`src/rtl/mem_arbiter_if.sv`:
```
// Cache/memory side signals of the refill arbiter, bundled so the arbiter sees one port.
// master = arbiter view; slave = caches plus memory.
interface mem_arbiter_if #(
    parameter int WIDTH      = 32,
    parameter int LINE_WORDS = 4
);
    localparam int BW = (LINE_WORDS > 1) ? $clog2(LINE_WORDS) : 1;

    logic             ic_req;
    logic [WIDTH-1:0] ic_addr;
    logic             dc_req;
    logic             dc_dirty;
    logic [WIDTH-1:0] dc_wb_addr;
    logic [WIDTH-1:0] dc_addr;
    logic [WIDTH-1:0] dc_wdata;
    logic             ic_rvalid;
    logic             dc_rvalid;
    logic [WIDTH-1:0] rdata;
    logic [BW-1:0]    beat;
    logic             ic_done;
    logic             dc_done;
    logic             busy;
    logic             mem_req;
    logic             mem_we;
    logic [WIDTH-1:0] mem_addr;
    logic [WIDTH-1:0] mem_wdata;
    logic             mem_ready;
    logic [WIDTH-1:0] mem_rdata;

    modport master (
        input  ic_req, ic_addr, dc_req, dc_dirty, dc_wb_addr, dc_addr, dc_wdata,
               mem_ready, mem_rdata,
        output ic_rvalid, dc_rvalid, rdata, beat, ic_done, dc_done, busy,
               mem_req, mem_we, mem_addr, mem_wdata
    );

    modport slave (
        output ic_req, ic_addr, dc_req, dc_dirty, dc_wb_addr, dc_addr, dc_wdata,
               mem_ready, mem_rdata,
        input  ic_rvalid, dc_rvalid, rdata, beat, ic_done, dc_done, busy,
               mem_req, mem_we, mem_addr, mem_wdata
    );
endinterface

```
`src/rtl/mem_arbiter.sv`:
```
// Shares one memory port between I-cache refill and D-cache write-back + refill; MEM_ARB_RR_EN selects round-robin.
// Latency: grant cycle, then LINE_WORDS beats (2x when dirty), then a one-cycle done pulse.
// Backpressure: each beat holds address/data until mem_ready; requests wait in IDLE until granted.
module mem_arbiter #(
    parameter int WIDTH      = 32,
    parameter int LINE_WORDS = 4
) (
    input  logic          clk,
    input  logic          rst,
    mem_arbiter_if.master bus
);
    localparam int BW = (LINE_WORDS > 1) ? $clog2(LINE_WORDS) : 1;
    localparam logic [WIDTH-1:0] OFF_MASK = WIDTH'(LINE_WORDS * 4 - 1);
    localparam logic [BW-1:0]    LAST_BEAT = BW'(LINE_WORDS - 1);

    typedef enum logic [2:0] {
        IDLE,
        IC_FILL,
        DC_WB,
        DC_FILL,
        DONE_IC,
        DONE_DC
    } state_t;

    state_t           state, state_nxt;
    logic [BW-1:0]    beat_q;
    logic [WIDTH-1:0] wb_base, fill_base, cur_base;
    logic             grant_ic, grant_dc;
    logic             active, last_beat, beat_done;

`ifdef MEM_ARB_RR_EN
    logic             last_grant_dc;
`endif

    assign active    = (state == IC_FILL) || (state == DC_WB) || (state == DC_FILL);
    assign last_beat = (beat_q == LAST_BEAT);
    assign beat_done = active && bus.mem_ready;

    always_comb begin
        state_nxt = state;
        grant_ic  = 1'b0;
        grant_dc  = 1'b0;
        case (state)
            IDLE: begin
`ifdef MEM_ARB_RR_EN
                if (bus.dc_req && bus.ic_req) begin
                    grant_dc = !last_grant_dc;
                    grant_ic = last_grant_dc;
                end else begin
                    grant_dc = bus.dc_req;
                    grant_ic = bus.ic_req;
                end
`else
                grant_dc = bus.dc_req;
                grant_ic = bus.ic_req && !bus.dc_req;
`endif
                if (grant_dc)
                    state_nxt = bus.dc_dirty ? DC_WB : DC_FILL;
                else if (grant_ic)
                    state_nxt = IC_FILL;
            end
            IC_FILL: if (beat_done && last_beat) state_nxt = DONE_IC;
            DC_WB:   if (beat_done && last_beat) state_nxt = DC_FILL;
            DC_FILL: if (beat_done && last_beat) state_nxt = DONE_DC;
            DONE_IC: state_nxt = IDLE;
            DONE_DC: state_nxt = IDLE;
            default: state_nxt = IDLE;
        endcase
    end

    always_ff @(posedge clk or posedge rst) begin
        if (rst) begin
            state     <= IDLE;
            beat_q    <= '0;
            wb_base   <= '0;
            fill_base <= '0;
        end else begin
            state <= state_nxt;
            // Wrapping to 0 on the last write-back beat starts the fill at beat 0.
            if (beat_done)
                beat_q <= last_beat ? '0 : beat_q + BW'(1);
            if (grant_dc) begin
                wb_base   <= bus.dc_wb_addr & ~OFF_MASK;
                fill_base <= bus.dc_addr & ~OFF_MASK;
            end else if (grant_ic) begin
                fill_base <= bus.ic_addr & ~OFF_MASK;
            end
        end
    end

`ifdef MEM_ARB_RR_EN
    always_ff @(posedge clk or posedge rst) begin
        if (rst)
            last_grant_dc <= 1'b0;
        else if (grant_dc)
            last_grant_dc <= 1'b1;
        else if (grant_ic)
            last_grant_dc <= 1'b0;
    end
`endif

    assign cur_base = (state == DC_WB) ? wb_base : fill_base;

    // Every output is gated by state so IDLE (and reset) drives all zeros.
    assign bus.mem_req   = active;
    assign bus.mem_we    = (state == DC_WB);
    assign bus.mem_addr  = active ? (cur_base + (WIDTH'(beat_q) << 2)) : '0;
    assign bus.mem_wdata = (state == DC_WB) ? bus.dc_wdata : '0;
    assign bus.ic_rvalid = (state == IC_FILL) && bus.mem_ready;
    assign bus.dc_rvalid = (state == DC_FILL) && bus.mem_ready;
    assign bus.rdata     = ((state == IC_FILL) || (state == DC_FILL)) ? bus.mem_rdata : '0;
    assign bus.beat      = beat_q;
    assign bus.ic_done   = (state == DONE_IC);
    assign bus.dc_done   = (state == DONE_DC);
    assign bus.busy      = (state != IDLE);
endmodule

```
`src/flat_wrapper.sv`:
```
// flat-port wrapper written by rule: the top's interface ports become plain ports
module mem_arbiter_flat 
#(
    parameter int WIDTH      = 32,
    parameter int LINE_WORDS = 4
)
  (clk, rst, bus_ic_req, bus_ic_addr, bus_dc_req, bus_dc_dirty, bus_dc_wb_addr, bus_dc_addr, bus_dc_wdata, bus_mem_ready, bus_mem_rdata, bus_ic_rvalid, bus_dc_rvalid, bus_rdata, bus_beat, bus_ic_done, bus_dc_done, bus_busy, bus_mem_req, bus_mem_we, bus_mem_addr, bus_mem_wdata);
  mem_arbiter_if #(.WIDTH(WIDTH), .LINE_WORDS(LINE_WORDS)) bus_i ();
  input  logic clk;
  input  logic rst;
  input wire logic [$bits(bus_i.ic_req)-1:0] bus_ic_req;
  input wire logic [$bits(bus_i.ic_addr)-1:0] bus_ic_addr;
  input wire logic [$bits(bus_i.dc_req)-1:0] bus_dc_req;
  input wire logic [$bits(bus_i.dc_dirty)-1:0] bus_dc_dirty;
  input wire logic [$bits(bus_i.dc_wb_addr)-1:0] bus_dc_wb_addr;
  input wire logic [$bits(bus_i.dc_addr)-1:0] bus_dc_addr;
  input wire logic [$bits(bus_i.dc_wdata)-1:0] bus_dc_wdata;
  input wire logic [$bits(bus_i.mem_ready)-1:0] bus_mem_ready;
  input wire logic [$bits(bus_i.mem_rdata)-1:0] bus_mem_rdata;
  output wire logic [$bits(bus_i.ic_rvalid)-1:0] bus_ic_rvalid;
  output wire logic [$bits(bus_i.dc_rvalid)-1:0] bus_dc_rvalid;
  output wire logic [$bits(bus_i.rdata)-1:0] bus_rdata;
  output wire logic [$bits(bus_i.beat)-1:0] bus_beat;
  output wire logic [$bits(bus_i.ic_done)-1:0] bus_ic_done;
  output wire logic [$bits(bus_i.dc_done)-1:0] bus_dc_done;
  output wire logic [$bits(bus_i.busy)-1:0] bus_busy;
  output wire logic [$bits(bus_i.mem_req)-1:0] bus_mem_req;
  output wire logic [$bits(bus_i.mem_we)-1:0] bus_mem_we;
  output wire logic [$bits(bus_i.mem_addr)-1:0] bus_mem_addr;
  output wire logic [$bits(bus_i.mem_wdata)-1:0] bus_mem_wdata;
  assign bus_i.ic_req = bus_ic_req;
  assign bus_i.ic_addr = bus_ic_addr;
  assign bus_i.dc_req = bus_dc_req;
  assign bus_i.dc_dirty = bus_dc_dirty;
  assign bus_i.dc_wb_addr = bus_dc_wb_addr;
  assign bus_i.dc_addr = bus_dc_addr;
  assign bus_i.dc_wdata = bus_dc_wdata;
  assign bus_i.mem_ready = bus_mem_ready;
  assign bus_i.mem_rdata = bus_mem_rdata;
  assign bus_ic_rvalid = bus_i.ic_rvalid;
  assign bus_dc_rvalid = bus_i.dc_rvalid;
  assign bus_rdata = bus_i.rdata;
  assign bus_beat = bus_i.beat;
  assign bus_ic_done = bus_i.ic_done;
  assign bus_dc_done = bus_i.dc_done;
  assign bus_busy = bus_i.busy;
  assign bus_mem_req = bus_i.mem_req;
  assign bus_mem_we = bus_i.mem_we;
  assign bus_mem_addr = bus_i.mem_addr;
  assign bus_mem_wdata = bus_i.mem_wdata;
  mem_arbiter #(.WIDTH(WIDTH), .LINE_WORDS(LINE_WORDS)) u_core (.clk(clk), .rst(rst), .bus(bus_i));
endmodule
```
`config.mk`:
```
export PLATFORM = sky130hd
export DESIGN_NAME = mem_arbiter_flat
export DESIGN_NICKNAME = d
export VERILOG_FILES = /design/src/rtl/mem_arbiter_if.sv /design/src/rtl/mem_arbiter.sv /design/src/flat_wrapper.sv
export SDC_FILE = /design/constraint.sdc
export NUM_CORES = 1
export LEC_CHECK = 0
export ABC_AREA = 1
export CORE_AREA = 2 2 104 106
export DETAILED_ROUTE_END_ITERATION = 16
export DIE_AREA = 0 0 106 108
export PLACE_DENSITY = 0.82
export SLEW_MARGIN = 20
export SYNTH_ARGS = -nofsm -noshare
export SYNTH_HDL_FRONTEND = slang
export SYNTH_SLANG_ARGS = --single-unit
export TNS_END_PERCENT = 1
```
`constraint.sdc`:
```
create_clock -name clk -period 3.5 [get_ports clk]
set_clock_uncertainty 0.15 [all_clocks]
set_input_delay 0.525 -clock clk [delete_from_list [all_inputs] [get_ports clk]]
set_output_delay 0.525 -clock clk [all_outputs]
set_load 0.03 [all_outputs]
```
==> results.tsv <==
metric	value	unit
outcome	finished clean	
cts.repair.resized	0	
pwr-share-comb	67.6	%
synth_common_cells	nand2_1, inv_1, nor2_1	
p_switching	2.642	mW
start_kind	flip-flop	
grt-ovfl-total	0	
relSlewSlack	47.21	%
yosys-top-cells-area	dfrtp_1, nand2_1, inv_1, nor2_1, o21ai_0	
finalNonFillerCells	997	
cp.arrival	2.57	ns
ys_seq_elements	61	
die_width	106	µm
die_y	108	µm
area_growth	72.56	%
drt_iter0_drc	265	
worstMarginPinSlew	0.7907	ns
drive_gt1_share	3.717	%
cts-htree-levels	3	
tns	0	ns
wl_per_cell	13.42	µm
endpoint_kind	output pin	
cts_hold_buf	0	
cp-startpoint	u_core.state[2]$_DFFE_PP0P_	
coreArea	10230	µm²
routed_wl	13.38	mm
clock_sinks	61	
start_util	37.53	%
synth_cell_types	22	
clkPwrFrac	10.1	%
io_buffers	256	
synth-seq-area-share	39.75	%
clk_pin_slew	0.06	ns
synth_edf_count	0	
synth_async_sr_flop_share	100.0	%
grt_first_pass_wirelength	21.12	mm
synth_flop_cell	dfrtp_1	
numCtsBuffers	9	
cp_max_fo	33	
rsz0062_at_grt	false	
grt_pass1_vias	4267	
antenna_found_initial	0	
final_nets	1025	
dieArea	11450	µm²
syn_inst	618	
path_class	reg -> out	
drtAntennaViolNets	0	
pwr_density_cell	807.1	nW/µm²
gp_congestion	0.8813	
fin_crit_sh	92.67	%
r2r-start	u_core.state[1]$_DFFE_PP0P_	
cpPeakStageDelay	0.70	ns
p_leak	3.397	nW
antenna_cells	0	
cts_tree	built	
clockBufferDepth	2	
p_sw_share	49.40	%
grt_start_max_net_pins	57	
synth.most_common_cell	nand2_1	
post_cts_buffers	0	
yosysTopAreaCell	dfrtp_1	
finalMaxSlewViolations	0	
yosysTopAreaCellShare	39.75	%
finalHoldViolCount	0	
grt_use_total	23.38	%
max_freq	308.3	MHz
hp-start	u_core.fill_base[21]$_DFFE_PP0P_	
internal_power	2.706	mW
worstPathCellList	inv_2 > nand3_2 > buf_4 > inv_2 > a21oi_1 > clkdlybuf4s50_1	
clock_latency	0.33	ns
postSynthAreaPerCell	6.213	µm²
vias	4313	
first_pass_iters	4	
rows	37	
syn_area	3840	µm²
maxCapViolCount	0	
drc	0	
via_per_inst	4.326	
crit_required	2.82	ns
crit_path_frequent_cell	inv_2	
hold_path.class	reg -> reg	
ir_drop	0.0004159	V
hpwl	10.21	mm
ioPinCount	271	
pwr-share-seq	22.3	%
cts_root_buf	clkbuf_8	
yosys_warnings	0	
num-fill-cells	899	
slowest_stage	clkdlybuf4s50_1	
dp_cells	983	
setup_viol	0	
period_needed	3.244	ns
==> routing by layer <==
layer / share of wire [%] / global-route usage (%) / vias to the layer above
met2: 48 / 38.99 / 132
met5: 0 / 0 / -
met3: 7.2 / 7.233 / 15
met4: 1.3 / 6.297 / 0
li1: - / - / 2275
met1: 44 / 29.61 / 1891
==> cell families (layout without fill, tap and decap cells) <==
group | count (synthesis) | in the layout | synth area share, %
AOI/OAI and AO/OA | 86 | 86 | 11.21
adders and majority gates | 1 | 1 | 0.3258
buffers and inverters | 168 | 410 | 18.18
DFF | 61 | 61 | 39.75
other | 1 | 2 | 0.09766
and+or+nand+nor | 301 | 301 | 30.43
==> layout make-up <==
type	instances	area, µm²	share of cell area, %
timing repair buffer	264	2645	39.92
multi-input combinational	390	1624	24.51
sequential	61	1526	23.04
inverter	132	495.5	7.477
tap	136	170.2	2.568
clock buffer	12	155.1	2.341
clock inverter	2	10.01	0.1511
==> sequential cells by signal, indices dropped and copies added, names as in the netlist <==
| name | count |
|---|---|
| u_core.bus.beat | 2 |
| u_core.wb_base | 28 |
| u_core.state | 3 |
| u_core.fill_base | 28 |
==> cells in the final DEF, fill, tap and decap left out <==
cell type	netlist	layout
o21ai_0	48	48
clkinv_2	0	2
conb_1	1	2
o21ai_1	10	10
buf_12	0	2
inv_1	129	128
a21oi_1	28	28
nor2_4	1	1
nand3_1	7	6
nor2_2	1	1
buf_4	11	7
clkbuf_8	0	11
or2_2	1	1
dfrtp_1	61	61
nor3_1	2	2
nor2_1	128	128
ha_1	1	1
inv_2	3	4
nand4_1	1	1
clkdlybuf4s50_1	0	255
nand3_2	2	3
clkbuf_1	5	1
nand2_1	158	158
==> through the flow <==
stage | cell area [µm²] | util (%) | setup slack [ns] | hold WS (ns) | power, mW
floorplan | 3844 | - | 1.303 | 0.2936 | 3.407
global placement | 6461 | 63.15 | 0.6149 | 0.3082 | 4.789
detailed placement | 6461 | 63.15 | 0.6083 | 0.3101 | 4.834
CTS | 6626 | 64.77 | 0.2288 | 0.3274 | 5.395
global route | 6626 | 64.77 | 0.01799 | 0.3457 | 5.748
finish | 6626 | 64.77 | 0.2564 | 0.3244 | 5.348
==> worst paths after layout <==
| check | to | slack (ns) | cells after the start |
|---|---|---|---|
| worst max register to register | u_core.fill_base[22]$_DFFE_PP0P_ | 1.53 | 6 |
| max in group asynchronous | u_core.wb_base[16]$_DFFE_PP0P_ | 2.22 | 3 |
| worst min register to register | u_core.fill_base[21]$_DFFE_PP0P_ | 0.32 | 2 |
| worst max-delay path | bus_mem_addr[17] | 0.26 | 6 |
| worst min-delay path | u_core.fill_base[21]$_DFFE_PP0P_ | 0.32 | 2 |
| min in group asynchronous | u_core.fill_base[10]$_DFFE_PP0P_ | 0.39 | 2 |
==> power groups by stage <==
stage | combinational [mW] | sequential, mW | clock, mW
2_1_floorplan | 2.22 | 1.18 | 0
3_3_place_gp | 3.60 | 1.19 | 0
3_5_place_dp | 3.63 | 1.20 | 0
4_1_cts | 3.65 | 1.19 | 0.556
5_1_grt | 3.94 | 1.23 | 0.584
6_report | 3.62 | 1.19 | 0.539
==> critical path: cells and delay by family (launching register included) <==
family | cells | cell delay [ns]
and+or+nand+nor | 1 | 0.10
AOI/OAI and AO/OA | 1 | 0.26
DFF | 1 | 0.40
buffers and inverters | 4 | 1.48
(Power assumes the default switching activity.)
